### config.mk
export PLATFORM = sky130hd
export DESIGN_NAME = div_op_sequencer_flat
export DESIGN_NICKNAME = d
export VERILOG_FILES = /design/src/rtl/div_pkg.sv /design/src/rtl/div_op_sequencer_if.sv /design/src/rtl/div_wait_timer.sv /design/src/rtl/div_op_sequencer.sv /design/src/flat_wrapper.sv
export SDC_FILE = /design/constraint.sdc
export NUM_CORES = 1
export LEC_CHECK = 0
export ABC_AREA = 1
export BUFFER_PORTS_ARGS = -buffer_cell sky130_fd_sc_hd__buf_4
export CORE_MARGIN = 2
export CORE_UTILIZATION = 50
export DETAILED_ROUTE_END_ITERATION = 16
export MAX_ROUTING_LAYER = met4
export PLACE_DENSITY = 0.77
export SLEW_MARGIN = 20
export SYNTH_ARGS = -nofsm -noshare
export SYNTH_HDL_FRONTEND = slang
export SYNTH_SLANG_ARGS = --single-unit
### constraint.sdc
create_clock -name clk -period 2.1 [get_ports clk]
set_input_delay 0.63 -clock clk [delete_from_list [all_inputs] [get_ports clk]]
set_output_delay 0.63 -clock clk [all_outputs]
set_load 0.03 [all_outputs]
### src/rtl/div_pkg.sv
// Shared types and constants for the divider operand sequencer.
package div_pkg;

  localparam int DVD_W       = 10;
  localparam int DVS_W       = 5;
  localparam int DEF_TIMEOUT = 64;

  typedef enum logic [2:0] {
    S_IDLE,
    S_CLR,
    S_START,
    S_DVD,
    S_DVS,
    S_WAIT,
    S_RESP
  } div_seq_state_t;

endpackage

### src/rtl/div_op_sequencer_if.sv
// Request/response handshakes plus the Divider's shared-bus pins.
interface div_op_sequencer_if;
  import div_pkg::*;

  logic             req_valid;
  logic             req_ready;
  logic [DVD_W-1:0] req_dividend;
  logic [DVS_W-1:0] req_divisor;

  logic             rsp_valid;
  logic             rsp_ready;
  logic [DVS_W-1:0] rsp_quotient;
  logic [DVS_W-1:0] rsp_remainder;
  logic             rsp_divby0;
  logic             rsp_ov;
  logic             rsp_timeout;

  logic             div_rst;
  logic             div_start;
  logic [DVD_W-1:0] div_data_in;
  logic [DVS_W-1:0] div_data_out;
  logic             div_doneq;
  logic             div_donew;
  logic             div_divby0;
  logic             div_ov;

  // slave is the sequencer; master is the request producer plus the divider
  modport slave (
    input  req_valid, req_dividend, req_divisor, rsp_ready,
           div_data_out, div_doneq, div_donew, div_divby0, div_ov,
    output req_ready, rsp_valid, rsp_quotient, rsp_remainder,
           rsp_divby0, rsp_ov, rsp_timeout, div_rst, div_start, div_data_in
  );

  modport master (
    output req_valid, req_dividend, req_divisor, rsp_ready,
           div_data_out, div_doneq, div_donew, div_divby0, div_ov,
    input  req_ready, rsp_valid, rsp_quotient, rsp_remainder,
           rsp_divby0, rsp_ov, rsp_timeout, div_rst, div_start, div_data_in
  );

endinterface

### src/rtl/div_wait_timer.sv
// Clearable up-counter that saturates at TIMEOUT and flags terminal count.
module div_wait_timer #(
  parameter int TIMEOUT = 64,
  parameter int TW      = 7
) (
  input  logic clk,
  input  logic rst,
  input  logic clr,
  input  logic en,
  output logic tc
);

  logic [TW-1:0] count;

  always_ff @(posedge clk or posedge rst) begin
    if (rst) begin
      count <= '0;
    end else if (clr) begin
      count <= '0;
    end else if (en && (count != TW'(TIMEOUT))) begin
      count <= count + 1'b1;
    end
  end

  assign tc = (count == TW'(TIMEOUT));

endmodule

### src/rtl/div_op_sequencer.sv
// Drives one division through the serial Divider and collects the result
// into a single registered response word.
module div_op_sequencer
  import div_pkg::*;
#(
  parameter int TIMEOUT = DEF_TIMEOUT,
  parameter int TW      = 7
) (
  input logic               clk,
  input logic               rst,
  div_op_sequencer_if.slave bus
);

  div_seq_state_t   state, state_n;
  logic [DVD_W-1:0] dvd_q, dvd_n;
  logic [DVS_W-1:0] dvs_q, dvs_n;
  logic             q_cap, q_cap_n, r_cap, r_cap_n;
  logic [DVS_W-1:0] quot_n, rem_n;
  logic             divby0_n, ov_n, timeout_n;
  logic [DVD_W-1:0] data_in_n;
  logic             accept, tc;

  assign accept = (state == S_IDLE) && bus.req_valid && bus.req_ready;

  div_wait_timer #(
    .TIMEOUT(TIMEOUT),
    .TW     (TW)
  ) u_timer (
    .clk(clk),
    .rst(rst),
    .clr(accept),
    .en (state == S_WAIT),
    .tc (tc)
  );

  always_comb begin
    state_n   = state;
    dvd_n     = dvd_q;
    dvs_n     = dvs_q;
    q_cap_n   = q_cap;
    r_cap_n   = r_cap;
    quot_n    = bus.rsp_quotient;
    rem_n     = bus.rsp_remainder;
    divby0_n  = bus.rsp_divby0;
    ov_n      = bus.rsp_ov;
    timeout_n = bus.rsp_timeout;
    data_in_n = bus.div_data_in;

    case (state)
      S_IDLE: begin
        if (accept) begin
          dvd_n     = bus.req_dividend;
          dvs_n     = bus.req_divisor;
          q_cap_n   = 1'b0;
          r_cap_n   = 1'b0;
          quot_n    = '0;
          rem_n     = '0;
          divby0_n  = 1'b0;
          ov_n      = 1'b0;
          timeout_n = 1'b0;
          state_n   = S_CLR;
        end
      end
      S_CLR:   state_n = S_START;
      S_START: state_n = S_DVD;
      S_DVD:   state_n = S_DVS;
      S_DVS:   state_n = S_WAIT;
      S_WAIT: begin
        // doneq has precedence; a simultaneous donew is left for a later cycle
        if (bus.div_doneq && !q_cap) begin
          quot_n  = bus.div_data_out;
          q_cap_n = 1'b1;
        end else if (bus.div_donew && !r_cap) begin
          rem_n   = bus.div_data_out;
          r_cap_n = 1'b1;
        end
        if (bus.div_divby0 || bus.div_ov) begin
          divby0_n = bus.div_divby0;
          ov_n     = bus.div_ov;
          state_n  = S_RESP;
        end else if (q_cap_n && r_cap_n) begin
          state_n = S_RESP;
        end else if (tc) begin
          timeout_n = 1'b1;
          state_n   = S_RESP;
        end
      end
      S_RESP: begin
        if (bus.rsp_ready) state_n = S_IDLE;
      end
      default: state_n = S_IDLE;
    endcase

    case (state_n)
      S_IDLE, S_CLR, S_START: data_in_n = '0;
      S_DVD:                  data_in_n = dvd_q;
      S_DVS:                  data_in_n = {{(DVD_W-DVS_W){1'b0}}, dvs_q};
      default:                data_in_n = bus.div_data_in;
    endcase
  end

  // Outputs are decoded from the next state so each one is a flop.
  always_ff @(posedge clk or posedge rst) begin
    if (rst) begin
      state             <= S_IDLE;
      dvd_q             <= '0;
      dvs_q             <= '0;
      q_cap             <= 1'b0;
      r_cap             <= 1'b0;
      bus.req_ready     <= 1'b0;
      bus.rsp_valid     <= 1'b0;
      bus.rsp_quotient  <= '0;
      bus.rsp_remainder <= '0;
      bus.rsp_divby0    <= 1'b0;
      bus.rsp_ov        <= 1'b0;
      bus.rsp_timeout   <= 1'b0;
      bus.div_rst       <= 1'b1;
      bus.div_start     <= 1'b0;
      bus.div_data_in   <= '0;
    end else begin
      state             <= state_n;
      dvd_q             <= dvd_n;
      dvs_q             <= dvs_n;
      q_cap             <= q_cap_n;
      r_cap             <= r_cap_n;
      bus.req_ready     <= (state_n == S_IDLE);
      bus.rsp_valid     <= (state_n == S_RESP);
      bus.rsp_quotient  <= quot_n;
      bus.rsp_remainder <= rem_n;
      bus.rsp_divby0    <= divby0_n;
      bus.rsp_ov        <= ov_n;
      bus.rsp_timeout   <= timeout_n;
      bus.div_rst       <= (state_n == S_CLR);
      bus.div_start     <= (state_n == S_START);
      bus.div_data_in   <= data_in_n;
    end
  end

endmodule
### src/flat_wrapper.sv
// flat-port wrapper written by rule: the top's interface ports become plain ports
module div_op_sequencer_flat import div_pkg::*;
#(
  parameter int TIMEOUT = DEF_TIMEOUT,
  parameter int TW      = 7
)
  (clk, rst, bus_req_valid, bus_req_dividend, bus_req_divisor, bus_rsp_ready, bus_div_data_out, bus_div_doneq, bus_div_donew, bus_div_divby0, bus_div_ov, bus_req_ready, bus_rsp_valid, bus_rsp_quotient, bus_rsp_remainder, bus_rsp_divby0, bus_rsp_ov, bus_rsp_timeout, bus_div_rst, bus_div_start, bus_div_data_in);
  div_op_sequencer_if bus_i ();
  input logic clk;
  input logic rst;
  input wire logic [$bits(bus_i.req_valid)-1:0] bus_req_valid;
  input wire logic [$bits(bus_i.req_dividend)-1:0] bus_req_dividend;
  input wire logic [$bits(bus_i.req_divisor)-1:0] bus_req_divisor;
  input wire logic [$bits(bus_i.rsp_ready)-1:0] bus_rsp_ready;
  input wire logic [$bits(bus_i.div_data_out)-1:0] bus_div_data_out;
  input wire logic [$bits(bus_i.div_doneq)-1:0] bus_div_doneq;
  input wire logic [$bits(bus_i.div_donew)-1:0] bus_div_donew;
  input wire logic [$bits(bus_i.div_divby0)-1:0] bus_div_divby0;
  input wire logic [$bits(bus_i.div_ov)-1:0] bus_div_ov;
  output wire logic [$bits(bus_i.req_ready)-1:0] bus_req_ready;
  output wire logic [$bits(bus_i.rsp_valid)-1:0] bus_rsp_valid;
  output wire logic [$bits(bus_i.rsp_quotient)-1:0] bus_rsp_quotient;
  output wire logic [$bits(bus_i.rsp_remainder)-1:0] bus_rsp_remainder;
  output wire logic [$bits(bus_i.rsp_divby0)-1:0] bus_rsp_divby0;
  output wire logic [$bits(bus_i.rsp_ov)-1:0] bus_rsp_ov;
  output wire logic [$bits(bus_i.rsp_timeout)-1:0] bus_rsp_timeout;
  output wire logic [$bits(bus_i.div_rst)-1:0] bus_div_rst;
  output wire logic [$bits(bus_i.div_start)-1:0] bus_div_start;
  output wire logic [$bits(bus_i.div_data_in)-1:0] bus_div_data_in;
  assign bus_i.req_valid = bus_req_valid;
  assign bus_i.req_dividend = bus_req_dividend;
  assign bus_i.req_divisor = bus_req_divisor;
  assign bus_i.rsp_ready = bus_rsp_ready;
  assign bus_i.div_data_out = bus_div_data_out;
  assign bus_i.div_doneq = bus_div_doneq;
  assign bus_i.div_donew = bus_div_donew;
  assign bus_i.div_divby0 = bus_div_divby0;
  assign bus_i.div_ov = bus_div_ov;
  assign bus_req_ready = bus_i.req_ready;
  assign bus_rsp_valid = bus_i.rsp_valid;
  assign bus_rsp_quotient = bus_i.rsp_quotient;
  assign bus_rsp_remainder = bus_i.rsp_remainder;
  assign bus_rsp_divby0 = bus_i.rsp_divby0;
  assign bus_rsp_ov = bus_i.rsp_ov;
  assign bus_rsp_timeout = bus_i.rsp_timeout;
  assign bus_div_rst = bus_i.div_rst;
  assign bus_div_start = bus_i.div_start;
  assign bus_div_data_in = bus_i.div_data_in;
  div_op_sequencer #(.TIMEOUT(TIMEOUT), .TW(TW)) u_core (.clk(clk), .rst(rst), .bus(bus_i));
endmodule
* Word-level counts from Yosys, hierarchy flattened
Index checks and enable logic that the tools add are counted.
** Cells by class
- $add $sub $neg :: 1
- Eq/ne operators :: 21
- Muxes and demuxes :: 31
- Reduce and logical (&&, ||, !) cells :: 21
** Operators with widths (number)
- case mux 10 bit (3 select lines) :: 1
- case mux 3 bit (7 select lines) :: 1
- two-way mux 5 bit :: 4
- case mux 5 bit (2 select lines) :: 2
- == test 3 bit, second input constant :: 5
- two-way mux 3 bit :: 5
- two-way mux 7 bit :: 2
- == test 3 x 2 -> 1 bit, second input constant :: 4
- two-way mux 1 bit :: 11
- != test 2 x 1 -> 1 bit, second input constant :: 5
- case mux 1 bit (2 select lines) :: 5
- adder 7 x 1 -> 7 bit, second input constant :: 1
- == test 7 bit, second input constant :: 1
- != test 7 bit, second input constant :: 1
- == test 3 x 1 -> 1 bit, second input constant :: 2
- logical AND 1 bit :: 6
- logical NOT 3 bit :: 2
- != test 2 bit, second input constant :: 3
- AND reduction 3 bit :: 2
- AND reduction 5 bit :: 1
- AND reduction 2 bit :: 2
- AND reduction 4 bit :: 1
- nonzero test 2 bit :: 2
- nonzero test 3 bit :: 1
- other kinds (3) :: 4
** Word-level totals
- Bits in registers :: 54
- Bits of input ports :: 28
- Output and inout bits :: 27
- Logic and storage cells :: 90

* Depth between registers and ports, before layout
Gate-level depths: netlist of run 1.
- Depth after elaboration :: 12
- Mapped depth :: 11
- Mapped depth without buffers :: 11

* Modules after synthesis
A second synthesis of run 1 with hierarchy kept.
** Unflattened totals
- Cell total of the unflattened synthesis :: 283
- Area total of the unflattened synthesis :: 2466.1 um2
** Modules (own cells, without submodules)
- div_op_sequencer :: times used 1, cells an instance 221, area an instance 2013.2 um2, sequential area each 1177.4 um2
- div_wait_timer :: times used 1, cells an instance 62, area an instance 452.9 um2, sequential area each 175.2 um2

* Worst setup path before layout of run 1
No wires, ideal clock.
- Path kind :: input port to flip-flop
- Start :: input bus_div_doneq
- End :: register u_core.bus.rsp_remainder[0]
- Setup time :: 0.118 ns
- Arrival time :: 1.285 ns
- Required time :: 1.982 ns
- Path slack :: 0.697 ns
- Cell stages on the path :: 6
- Path buffers :: 0
- Cells stage by stage :: nand2_1 -> nand2_1 -> nor2_1 -> o21ai_2 -> nand2_1 -> nand2_1
** Between the ends
- Cells in the longest elaborated chain, start to end :: 3
** RTL lines
- start: declaration :: RTL line flat_wrapper.sv:16 : input wire logic [$bits(bus_i.div_doneq)-1:0] bus_div_doneq;
- logical AND 1 bit :: RTL line div_op_sequencer.sv:70 : if (bus.div_doneq && !q_cap) begin
- != test 2 bit (no source line)
- AND reduction 4 bit (no source line)
- end signal: assignment :: RTL line div_op_sequencer.sv:129 : bus.rsp_remainder <= rem_n;
- end: declaration :: RTL line div_op_sequencer_if.sv:31 : output req_ready, rsp_valid, rsp_quotient, rsp_remainder,
No other way between the ends.
A chain may end at the register's enable or synchronous reset.

* Final worst setup path of run 1
- Start :: register u_core.state[0]
- End :: register u_core.bus.rsp_divby0
** Between the ends
- Cells in the longest elaborated chain, start to end :: 5
- Elaborated cells between the ends (all ways) :: 9
- Those cells by class :: 3 x eq/ne; 1 x mux; 5 x reduce/logical
** RTL lines
- start: declaration :: RTL line div_op_sequencer.sv:14 : div_seq_state_t state, state_n;
- start signal: assignment :: RTL line div_op_sequencer.sv:121 : state <= state_n;
- logical NOT 3 bit :: RTL line div_op_sequencer.sv:23, div_op_sequencer.sv:49
- logical AND 1 bit (2 in a row) :: RTL line div_op_sequencer.sv:23 : assign accept = (state == S_IDLE) && bus.req_valid && bus.req_ready;
- != test 2 x 1 -> 1 bit (no source line)
- AND reduction 3 bit (no source line)
- end signal: assignment :: RTL line div_op_sequencer.sv:130 : bus.rsp_divby0 <= divby0_n;
- end: declaration :: RTL line div_op_sequencer_if.sv:32 : rsp_divby0, rsp_ov, rsp_timeout, div_rst, div_start, div_data_in
Parallel ways exist; a longest one is shown, timed or not.

==> impl.org, run 1 <==
** Cells and area
- Filler Cells Inserted :: 401
- Once layout is complete, the cells apart from fillers number 400.
- The area growth from synthesis to layout is 24.2%.
- Fraction of layout cells with a size suffix above 1 :: 0.234
- The repair_antennas step left the layout with diodes totalling 0.
- Area of the multi-input gates :: 885 µm²
- After the last flow step, the layout net total stands at 375.
- Seq. cell area :: 1350 µm²

** STA
- The number of hold-slack violations in the final timing report came to 0.
- Slew Limit Headroom :: 0.705
- Final critical-path share of the clock period :: 0.793
- Worst Tran Pin Value :: 442 ps
- Post-layout min period :: 1660 ps
- The clock arrives with 9.33 ps of skew.
- For this run, the top clock speed supported by timing is 0.601 GHz.
- Setup repair after global routing missed its margin :: no
- Finish-stage setup viols :: 0
- The final count of pins violating max slew came to 0.
- Once routing completed, OpenROAD measured the worst setup slack at around 440 ps.
- Adding up every negative setup slack in the final design gives 0 ps.
- Hold timing on the final database bottoms out at a slack of 328 ps.

** Placement
- RePlAce Congestion :: 0.846
- Once placement completed, the tool counted placed cells totaling 392.
- DPL Wire Length :: 3620 µm
- Port Buf Inserts :: 54
- Pre-CTS setup slack :: between 300 and 400 ps

** Worst setup path
- Critical path endpoint category :: flop
- The critical path in this run is classified as flop to flop.
- In this run the critical register-to-register path is captured at u_core.bus.rsp_divby0.
- Arrival @ worst endpoint :: 1840 ps
- Reg2reg start :: u_core.state[0]
- Minimum setup slack among reg-to-reg paths :: approximately 440 ps
- Critical path data required time :: 2280 ps
- In this run the worst path has a maximum fanout of 25.
- The worst setup path is launched from a flop.
- Worst R2R Path Depth :: 8

** Synthesis
- Total of warnings raised by yosys :: 0
- The mapped netlist covers between 2000 and 2500 µm².
- Portion of the post-synthesis area used by sequential elements :: 0.565
- Number of unique standard cell types used by synthesis :: 25
- Synthesis produced a netlist with a net count of between 300 and 400.
- In this run, synthesis produced a sequential element count of 54.
- Of all cell types, the one taking the most synthesized area is sky130_fd_sc_hd__dfrtp_1.
- Of the post-synthesis cell area, the dominant cell type holds 0.554.
- In the synthesized netlist, the number of instances is 285.
- The average instance in the mapped netlist occupies 8.40 µm².
- Leading cell types by total area after synthesis :: sky130_fd_sc_hd__dfrtp_1, sky130_fd_sc_hd__nand2_1, sky130_fd_sc_hd__nand3_1

** Clock network
- Number of buffers created by CTS :: 5
- Number of H-tree levels :: 2
- Setup repair bufs after CTS :: 0
- CTS saw 54 sinks.
- Cts hold-fix bufs :: 0
- TritonCTS built the clock tree.
- Post-CTS repair changed the size of 0 cells.
- Clock slew at the register clock pins of the worst setup and hold paths :: 90 ps
- Worst skew pair latency :: around 300 ps
- The longest clock path from root to sink contains 2 buffers.
- CTS placed an instance of sky130_fd_sc_hd__clkbuf_8 at the clock tree root.

** Power and ir drop
- Leakage power total :: 0.00165 µW
- Worst supply voltage drop on vdd :: about 0.72 mV
- Power spread over the standard cell area amounts to 1380 nW/µm².

** Job
- The tool flagged a number of max-cap violations equal to 0.

** Global route
- Largest net degree at the start of global routing :: 28
- First-pass GRT wire length :: ~7900 µm
- After global routing the overflow that remains totals 0.
- Gr usage total :: 0.197
- Number of global-route vias before repair :: around 1.8k
- The number of antenna violations at the first check in global routing came to 0.

** Detailed routing
- Post-detailed-route DRC marker count :: 0
- Total detailed-routing wirelength :: 4890 µm
- The first detailed-routing pass took 5 iterations.
- The detailed router placed ~2.0k vias in this run.
- Dividing the detail-routed wire length by the instance count gives 12.2 µm.
- The detail route stage leaves a number of antenna-violating nets equal to 0.
- In this run, the number of DRC markers left after iteration 0 of detailed routing was around 120.
- Vias per std cell :: between 4 and 5

** Floorplanning
- Die area :: around 5400 µm²
- Row count :: 25
- 55 I/O pins were placed.
- From left edge to right edge, the die measures 73.2 µm.
- Die Height :: 73.2 µm
- Core area :: 4660 µm²
- Starting Density :: 0.514

** Run status
- The run finished with clean final reports.

** Hold path
- The path class of the tightest hold or removal check is input pin to async pin.
[layout by cell type (no fill, tap or decap)]
cell / synthesis / layout
sky130_fd_sc_hd__clkinvlp_4: 0 / 2
sky130_fd_sc_hd__nor2_1: 16 / 16
sky130_fd_sc_hd__o21ai_1: 6 / 6
sky130_fd_sc_hd__nand3_2: 1 / 1
sky130_fd_sc_hd__nor3b_1: 2 / 2
sky130_fd_sc_hd__dfstp_2: 1 / 1
sky130_fd_sc_hd__buf_12: 0 / 1
sky130_fd_sc_hd__nand4_1: 2 / 2
sky130_fd_sc_hd__o21ai_2: 1 / 1
sky130_fd_sc_hd__a21oi_4: 1 / 1
sky130_fd_sc_hd__buf_4: 0 / 60
sky130_fd_sc_hd__o2111ai_1: 1 / 1
sky130_fd_sc_hd__a21oi_1: 2 / 2
sky130_fd_sc_hd__xor2_1: 2 / 2
sky130_fd_sc_hd__clkbuf_8: 0 / 5
sky130_fd_sc_hd__dfrtp_1: 53 / 53
sky130_fd_sc_hd__inv_1: 27 / 26
sky130_fd_sc_hd__nand2_2: 3 / 3
sky130_fd_sc_hd__nand2_1: 107 / 107
sky130_fd_sc_hd__nor2_2: 2 / 2
sky130_fd_sc_hd__nor3_1: 8 / 8
sky130_fd_sc_hd__ha_1: 2 / 2
sky130_fd_sc_hd__clkbuf_1: 1 / 1
sky130_fd_sc_hd__o21ai_0: 9 / 9
sky130_fd_sc_hd__inv_2: 3 / 4
sky130_fd_sc_hd__a22oi_1: 5 / 5
sky130_fd_sc_hd__nand3_1: 23 / 23
[metrics by stage]
stage               total power, µW  instance area (µm²)   util
finish                         4100                 2980  0.638
global route                   4380                 2980  0.638
CTS                            4130                 2980  0.638
detailed placement             3560                 2890  0.620
global placement               3510                 2890  0.620
floorplan                      2900                 2390      -
[synthesized netlist by cell type (all sizes together)]
cell,number
dfrtp,53
clkbuf,1
a21oi,3
dfstp,1
inv,30
a22oi,5
nand4,2
ha,2
nor3b,2
o2111ai,1
buf,7
o21ai,16
nand2,110
nor2,18
xor2,2
nor3,8
nand3,24
[final cells by class]
class | instances | share of cell area
flip-flops and latches | 54 | 0.455
multi-input cells | 193 | 0.297
repair buffers | 61 | 0.158
inverters | 30 | 0.0378
clock buffers | 6 | 0.0244
well taps | 54 | 0.0227
clock inverters | 2 | 0.00505
[worst max path at each step]
stage | slack [ps] | cells past startpoint | end | startpoint
CTS | 470 | 8 | u_core.bus.rsp_divby0 | u_core.state[0]
finish | 440 | 8 | u_core.bus.rsp_divby0 | u_core.state[0]
detailed placement | 370 | 7 | u_core.u_timer.count[4] | bus_req_valid
global route | 260 | 6 | u_core.bus.div_data_in[4] | u_core.state[1]
floorplan | 160 | 1 | u_core.bus.div_data_in[0] | rst
global placement | 390 | 7 | u_core.u_timer.count[4] | bus_req_valid
[kinds of logic after synthesis]
logic type / synth area share
compound gates: 0.0653
xor+xnor: 0.00732
fa+ha+maj: 0.0104
buf+inv: 0.0658
flops: 0.565
simple gates: 0.286
[routing by layer]
metal | track usage | vias up | routed length, µm | part of all wire
met5 | - | - | 0 | 0
met4 | 0.0514 | 0 | 31 | 0.0063
met3 | 0.0414 | 2 | 164 | 0.034
met2 | 0.293 | 36 | 2360 | 0.48
met1 | 0.276 | 920 | 2330 | 0.48
li1 | - | 1019 | - | -
[sequential cells by signal (all words and copies together) (netlist names), 3 cells and up]
name and count:
u_core.u_timer.count 7, u_core.bus.div_data_in 10, u_core.dvs_q 5, u_core.bus.rsp_quotient 5, u_core.state 3, u_core.bus.rsp_remainder 5
u_core.dvd_q 10
[worst max-delay path: stages, from the launching register on]
cell and delay [ps]:
sky130_fd_sc_hd__dfrtp_1 450, sky130_fd_sc_hd__nor2_1 150, sky130_fd_sc_hd__nand2_1 120, sky130_fd_sc_hd__nor2_2 130, sky130_fd_sc_hd__inv_2 200, sky130_fd_sc_hd__nand2_2 140, sky130_fd_sc_hd__inv_2 70, sky130_fd_sc_hd__o21ai_0 160
sky130_fd_sc_hd__o21ai_0 110
[where the power goes]
group          internal (µW)  leakage (µW)  total, µW  switching [µW]
sequential              1460      0.000708       1740             275
combinational            638      0.000906       1800            1160
clock                    235     0.0000374        562             327
total                   2330       0.00165       4100            1760
(Power assumes the default switching activity.)
==> inputs of run 2 (changes only) <==
--- a/config.mk
+++ b/config.mk
@@ -5,7 +5,7 @@
 export SDC_FILE = /design/constraint.sdc
 export NUM_CORES = 1
 export LEC_CHECK = 0
-export ABC_AREA = 1
+export ABC_AREA = 0
 export BUFFER_PORTS_ARGS = -buffer_cell sky130_fd_sc_hd__buf_4
 export CORE_MARGIN = 2
 export CORE_UTILIZATION = 50
==> constraint.sdc (replaced) <==
create_clock -name clk -period 1.7 [get_ports clk]
set_input_delay 0.51 -clock clk [delete_from_list [all_inputs] [get_ports clk]]
set_output_delay 0.51 -clock clk [all_outputs]
set_load 0.03 [all_outputs]
==> run 2 against run 1 <==
Compared with the run above: setup slack got worse by 250 ps; sequential share of layout area increased by 1.3 points; critical endpoint is now u_core.bus.rsp_quotient[4]; wire length down 6.0%; register-to-register slack worse by 250 ps; maximum frequency increased by 9.7%; utilization is 2.1 points higher; highest routed layer unchanged; hold slack got worse by 87 ps.
==> impl.org, run 2 <==
** Run status
- The flow ran to the end, and the final reports show no timing, DRC or antenna violations.

** Global route
- First-pass GRT wire length :: 7880 µm
- GR Layer Usage met2 :: 0.317
- The layer flagged by global routing as most heavily used is met2.
- For this run, the total global-route usage over all layers was measured as 0.203.
- Global Route met1 Usage :: 0.263
- Number of global-route vias before repair :: 1,706
- GR met3 Demand/Resource :: 0.0478
- Number of antenna violations at the first check in global routing :: 0
- Entering global routing, the biggest net connects 37 pins.
- Final global-route overflow total :: 0

** Cells and area
- Fraction of layout cells with a size suffix above 1 :: 0.272
- Net count reported at finish :: 309
- Layout overhead on the synthesized area :: 26.0%
- Non-filler cells, final :: 331
- Leaving out fill and tap cells, the most frequent cells in the layout are sky130_fd_sc_hd__buf_4, sky130_fd_sc_hd__nand2_1, sky130_fd_sc_hd__dfrtp_1.
- The repair_antennas step left the layout with diodes totalling 0.
- Regs by FF count :: u_core.bus.div_data_in: 10 flops, u_core.dvd_q: 10 flops, u_core.u_timer.count: 7 flops
- Leaving out fill and tap cells, the most frequent cell in the layout is sky130_fd_sc_hd__buf_4.

** Power and ir drop
- Combinational cell fraction of total power :: 0.398
- In this run the static leakage power is 0.00150 µW.
- IR analysis of the VDD net gives a maximum drop of just over 0.8 mV.
- Net switching component of the power :: 1870 µW
- Switching part of the total power :: 0.379
- The internal portion of the total power is slightly above 3000 µW.
- Fraction of power consumed by the clock network :: 0.175
- Power per standard cell area :: around 1700 nW/µm²
- Total power after layout :: 4930 µW
- Of the total power, registers draw 0.427.

** Floorplanning
- Starting Density :: 0.524
- The die covers approximately 5000 µm².
- After floorplanning, the core was sized to cover between 4000 and 5000 µm².
- Die Height :: 71.8 µm
- Row count :: 24
- Total I/O pin count :: 55
- Die W :: 71.8 µm

** Synthesis
- Number of register bits inferred by synthesis :: 54
- Yosys attributes the largest share of cell area to sky130_fd_sc_hd__dfrtp_1, sky130_fd_sc_hd__nand2_1, sky130_fd_sc_hd__a22o_1.
- Post-Syn Instances :: 220
- For this run, the number of Yosys warnings is 0.
- The largest total area in the synthesized netlist belongs to sky130_fd_sc_hd__dfrtp_1.
- Main synth FF type :: sky130_fd_sc_hd__dfrtp_1
- The number of nets in the synthesized netlist is 250.
- By instance count, the leading cell after synthesis is sky130_fd_sc_hd__nand2_1.
- Mean cell area of the mapped netlist :: 10.4 µm²
- Synth async-reset ratio :: 1.00
- Of the synthesized area, sequential elements account for 0.589.
- Number of unique standard cell types used by synthesis :: 41
- Share of Yosys cell area claimed by the top area cell type :: 0.578
- Number of flops mapped to enable cells by yosys :: 0
- After synthesis the cells add up to 2300 µm².
- Top cell types by occurrence after synthesis :: sky130_fd_sc_hd__nand2_1, sky130_fd_sc_hd__dfrtp_1, sky130_fd_sc_hd__a22o_1

** STA
- Pins Over Slew Limit :: 0
- At the pin with the least slew margin, the transition time is 427 ps.
- Clock skew :: 6.05 ps
- For this run, the top clock speed supported by timing is 0.659 GHz.
- Dividing the final minimum period by the clock period gives 0.893.
- Setup repair after global routing left no endpoint under its margin.
- In the final timing run, aggregate negative setup slack is 0 ps.
- The worst pin sits at a relative slew slack of 0.715.
- Setup violations remaining at the end of the flow were counted as 0.
- The number of hold-slack violations in the final timing report is 0.
- Subtracting the final worst setup slack from the clock period gives 1520 ps.

** Detailed routing
- Once detail routing completed, the nets flagged for antenna violations numbered 0.
- After detailed routing, the number of remaining DRC violations is 0.
- Via count :: 1,753
- Detailed Routing Iterations Pass 1 :: 4
- After detailed routing, the number of vias per cell comes to about 5.3.
- In the final routed layout, each cell accounts on average for between 10 and 15 µm.
- Summed over all layers, the routed wires come to 4590 µm.
- First-iteration detailed-routing DRC count :: 80

** Job
- The tool flagged a number of max-cap violations equal to 0.

** Worst setup path
- In this run the worst path has a maximum fanout of 9.
- The worst setup path is launched from a flop.
- Critical path endpoint category :: flop
- Critical path data required time :: 1950 ps
- Arrival @ worst endpoint :: around 1800 ps
- Type of the worst setup path :: flop to flop

** Clock network
- Clock sink count :: 54
- Setup repair bufs after CTS :: 0
- Buffer depth of the longest clock path :: 2
- Number of buffers created by CTS :: 5
- Hold repair after CTS inserted 0 buffers.
- Clock slew at the register clock pins of the worst setup and hold paths :: roughly 90 ps
- In this run the clock root is driven by a sky130_fd_sc_hd__clkbuf_8.
- The later pin in the worst-skew pair is clocked with a latency of 300 ps.
- Number of H-tree levels :: 2
- TritonCTS clock tree :: built

** Placement
- Input and output buffers added on the ports amount to 54.
- The congestion estimate from routability-driven global placement came to 0.865.
- Once detailed placement completed, the half-perimeter wirelength came to 3350 µm.
- Including well taps, the total number of placed cells is 324.

** Hold path
- The min-delay analysis places its worst path in the category input pin to async pin.
[run 2: layer usage]
layer  up-vias  share of wire  wire length, µm
met2        63           0.47             2170
met3         8          0.068              312
met1       814           0.45             2050
met5         -              0                0
met4         0          0.015               68
li1        868              -                -
[run 2: cell families (layout without fill, tap and decap cells)]
group / after synthesis / in the layout / synth area share
compound gates: 47 / 47 / 0.145
buf+inv: 17 / 76 / 0.0403
flops: 54 / 54 / 0.589
simple gates: 95 / 95 / 0.195
mux: 2 / 2 / 0.00872
fa+ha+maj: 2 / 2 / 0.0109
xor+xnor: 3 / 3 / 0.0114
[run 2: worst paths after layout]
check                                             end  cells after the start                start  slack [ps]
min reg2reg                           u_core.dvs_q[1]                      2      u_core.dvs_q[1]         480
min in group clk                      u_core.dvd_q[6]                      3  bus_req_dividend[6]         390
min                        u_core.bus.rsp_quotient[0]                      3                  rst         240
max in group asynchronous          u_core.bus.div_rst                      3                  rst        1210
max                        u_core.bus.rsp_quotient[4]                      4      u_core.state[2]         180
max reg2reg                u_core.bus.rsp_quotient[4]                      4      u_core.state[2]         180
[run 2: final cells by class]
type,count,area (µm²)
Fill cell,389,1490
Clock buffer,6,82.6
Timing Repair Buffer,63,485
Multi-Input combinational cell,149,851
Tap cell,52,65.1
Inverter,6,26.3
Sequential cell,54,1350
Clock inverter,1,30.0
[run 2: repair_timing]
| action | in CTS | in global routing |
|---|---|---|
| gates resized for setup | 0 | 1 |
| endpoints found under the hold margin | 0 | 0 |
| endpoints found under the setup margin | 0 | 5 |
[run 2: critical path, stage by stage (launching register included)]
cell                      delay, ps
sky130_fd_sc_hd__dfrtp_1        480
sky130_fd_sc_hd__inv_1          140
sky130_fd_sc_hd__or2_1          370
sky130_fd_sc_hd__nor2_2         280
sky130_fd_sc_hd__a22o_1         190
[run 2: metrics by stage]
stage,util,hold slack (ps),instance area [µm²],setup slack (ps)
after floorplan,-,440,2300,274
after global placement,0.634,456,2780,98.0
after detailed placement,0.634,460,2780,99.2
after CTS,0.660,250,2890,83.5
after global routing,0.660,262,2890,61.3
final,0.660,241,2890,183
[run 2: power by group through the flow]
| stage | Clock, µW | Combinational (µW) | Sequential (µW) |
|---|---|---|---|
| floorplan | 0 | 978 | 2450 |
| global placement | 0 | 1940 | 2120 |
| detailed placement | 0 | 1990 | 2130 |
| CTS | 880 | 1990 | 2100 |
| global route | 931 | 2180 | 2180 |
| finish | 865 | 1960 | 2100 |
==> inputs of run 3 (changes only) <==
--- a/config.mk
+++ b/config.mk
@@ -11,7 +11,7 @@
 export CORE_UTILIZATION = 50
 export DETAILED_ROUTE_END_ITERATION = 16
 export MAX_ROUTING_LAYER = met4
-export PLACE_DENSITY = 0.77
+export PLACE_DENSITY = 0.86
 export SLEW_MARGIN = 20
 export SYNTH_ARGS = -nofsm -noshare
 export SYNTH_HDL_FRONTEND = slang
==> run 3 against run 2 <==
Compared with the run above: largest cell class unchanged; sequential cell count did not move; critical path depth unchanged; combinational power barely moved; cell area shrank 1.8%; maximum frequency is 3.0% lower; non-clock buffer count down 3; clock-buffer cell count grew 1; wire length is 3.1% higher.
==> impl.org, run 3 (synthesis results as in run 2) <==
** Detailed routing
- Mean routed wirelength per cell :: 14.4 µm
- Vias per std cell :: about 5.4
- For this run, design rule violations remaining after detail routing come to 0.
- Wires add up to 4730 µm.
- The first detailed-routing pass ran for 4 iterations.
- First-iteration detailed-routing DRC count :: 103
- Count of nets left with antenna violations after detail routing :: 0
- Detailed routing inserted a total of around 1.8k vias.

** Worst setup path
- Measured in cells, the most critical reg-to-reg path has a length of 4.
- In this run the worst path has a maximum fanout of 14.
- Data arrives at the worst endpoint at roughly 1800 ps.
- Type of the worst setup path :: flop to flop
- Critical path endpoint category :: flop
- Crit Reg-Reg Endpoint :: u_core.bus.rsp_quotient[4]
- Reg2reg start :: u_core.state[0]
- STA classifies the critical path startpoint as a flop.
- Data on the critical path is required at its endpoint by 1950 ps.
- Minimum setup slack among reg-to-reg paths :: 140 ps

** Floorplanning
- Die Height :: between 70 and 80 µm
- During I/O placement, the number of pins put on the boundary was 55.
- Row count :: 24
- Die area :: 5150 µm²
- Die W :: 71.8 µm
- Starting Density :: 0.524
- Core area :: between 4000 and 5000 µm²

** STA
- For the finished layout, the period the worst path requires is 1560 ps.
- Worst Tran Pin Value :: 464 ps
- Headroom to the max-slew limit came out at 0.690.
- Of the available clock period, the critical path in the final layout requires 0.920.
- In the post-route analysis, the smallest setup slack over all paths is 137 ps.
- The number of hold-slack violations in the final timing report is 0.
- The final count of pins violating max slew came to 0.
- Setup repair after global routing left no endpoint under its margin.
- Finish-stage setup viols :: 0
- Clock skew :: 6.82 ps
- Achievable frequency :: 0.640 GHz
- Final TNS setup :: 0 ps

** Power and ir drop
- Summed over all cells, the static leakage comes to between 0.001 and 0.0015 µW.
- Power per standard cell area :: about 1700 nW/µm²
- Worst supply voltage drop on vdd :: roughly 0.75 mV

** Placement
- DPL Wire Length :: roughly 3300 µm
- Pre-CTS setup slack :: 106 ps
- Port buffering added 54 buffers.
- Post-place instance area :: 2760 µm²
- RePlAce Congestion :: 0.819

** Global route
- The total overflow left after global routing is 0.
- Number of antenna violations at the first check in global routing :: 0
- Number of global-route vias before repair :: roughly 1.8k
- Entering global routing, the biggest net connects between 50 and 60 pins.
- For this run, the total global-route usage over all layers was measured as 0.202.
- The first global-routing pass estimated 8070 µm of wire.

** Run status
- Run status :: completed

** Job
- Max-cap violations :: 0

** Clock network
- The number of clock buffers added by TritonCTS is 5.
- CTS placed an instance of sky130_fd_sc_hd__clkbuf_8 at the clock tree root.
- The clock net in this run drives a total of 54 sinks.
- The clock passes through at most 2 buffers.
- Clock slew at the register clock pins of the worst setup and hold paths :: 100 ps
- Number of H-tree levels :: 2
- TritonCTS built the clock tree.
- The later pin in the worst-skew pair is clocked with a latency of 310 ps.

** Cells and area
- The area growth from synthesis to layout is 23.8%.
- The library cells used most frequently in the layout, excluding fill and tap cells, are sky130_fd_sc_hd__buf_4, sky130_fd_sc_hd__nand2_1, sky130_fd_sc_hd__dfrtp_1.
- Regs by FF count :: u_core.bus.div_data_in: 10 flops, u_core.dvd_q: 10 flops, u_core.u_timer.count: 7 flops
- Non-Filler Cell Area, Final :: 2840 µm²
- After the last flow step, the layout net total stands at 306.
- Most common cell after layout, fill and taps aside :: sky130_fd_sc_hd__buf_4
- In the final layout, the share of cells above drive strength 1 is 0.260.
- After filler insertion, the fill cell instance count of the layout stands at 356.
- The number of antenna diodes in the final layout is 0.

** Hold path
- In this run the worst hold path is classified as input pin to async pin.
run 3: worst max path at each step:
stage | depth (start not counted) | slack (ps) | endpoint | start
2_1_floorplan | 6 | 270 | u_core.bus.rsp_remainder[0] | u_core.state[0]
3_3_place_gp | 4 | 120 | u_core.bus.rsp_quotient[2] | u_core.state[2]
3_5_place_dp | 5 | 110 | u_core.bus.div_data_in[4] | bus_rsp_ready
4_1_cts | 4 | 100 | u_core.bus.rsp_quotient[4] | u_core.state[2]
5_1_grt | 6 | 40 | u_core.dvd_q[6] | u_core.state[0]
6_report | 4 | 140 | u_core.bus.rsp_quotient[4] | u_core.state[0]
run 3: stage by stage:
step | util | cells | hold WS, ps | total power [µW]
finish | 0.648 | 329 | 263 | 4760
global route | 0.648 | 329 | 295 | 5090
CTS | 0.648 | 329 | 272 | 4790
global placement | 0.629 | 321 | 455 | 4020
floorplan | - | 220 | 440 | 3430
detailed placement | 0.629 | 321 | 457 | 4090
run 3: final cells by class:
class / count / area [µm²] / area share
tap: 52 / 65.1 / 0.0229
multi-input combinational: 149 / 851 / 0.299
inverter: 6 / 26.3 / 0.00925
sequential: 54 / 1350 / 0.476
clock inverter: 1 / 7.51 / 0.00264
clock buffer: 7 / 76.3 / 0.0269
timing repair buffer: 60 / 463 / 0.163
run 3: repair_timing:
item | in CTS | in global routing
endpoints found under the setup margin | 0 | 5
hold buffers | 0 | 0
resized for setup | 0 | 1
setup buffers | 0 | 0
run 3: critical path: stages (launching register included):
cell and delay, ps:
sky130_fd_sc_hd__dfrtp_1 480, sky130_fd_sc_hd__and3b_1 240, sky130_fd_sc_hd__buf_4 190, sky130_fd_sc_hd__o21ai_1 390
sky130_fd_sc_hd__a22o_1 210
run 3: report_power, final:
group	switching [µW]	internal (µW)	total (µW)
clock network	407	293	699
logic	1150	786	1930
registers	351	1780	2130
total	1910	2860	4760
run 3: routing by layer:
layer	routed length, µm	vias up	part of all wire	GRT usage
met5	0	-	0	-
met2	2300	48	0.49	0.338
li1	-	869	-	-
met1	2140	859	0.45	0.259
met4	48	0	0.010	0.0440
met3	239	5	0.051	0.0366
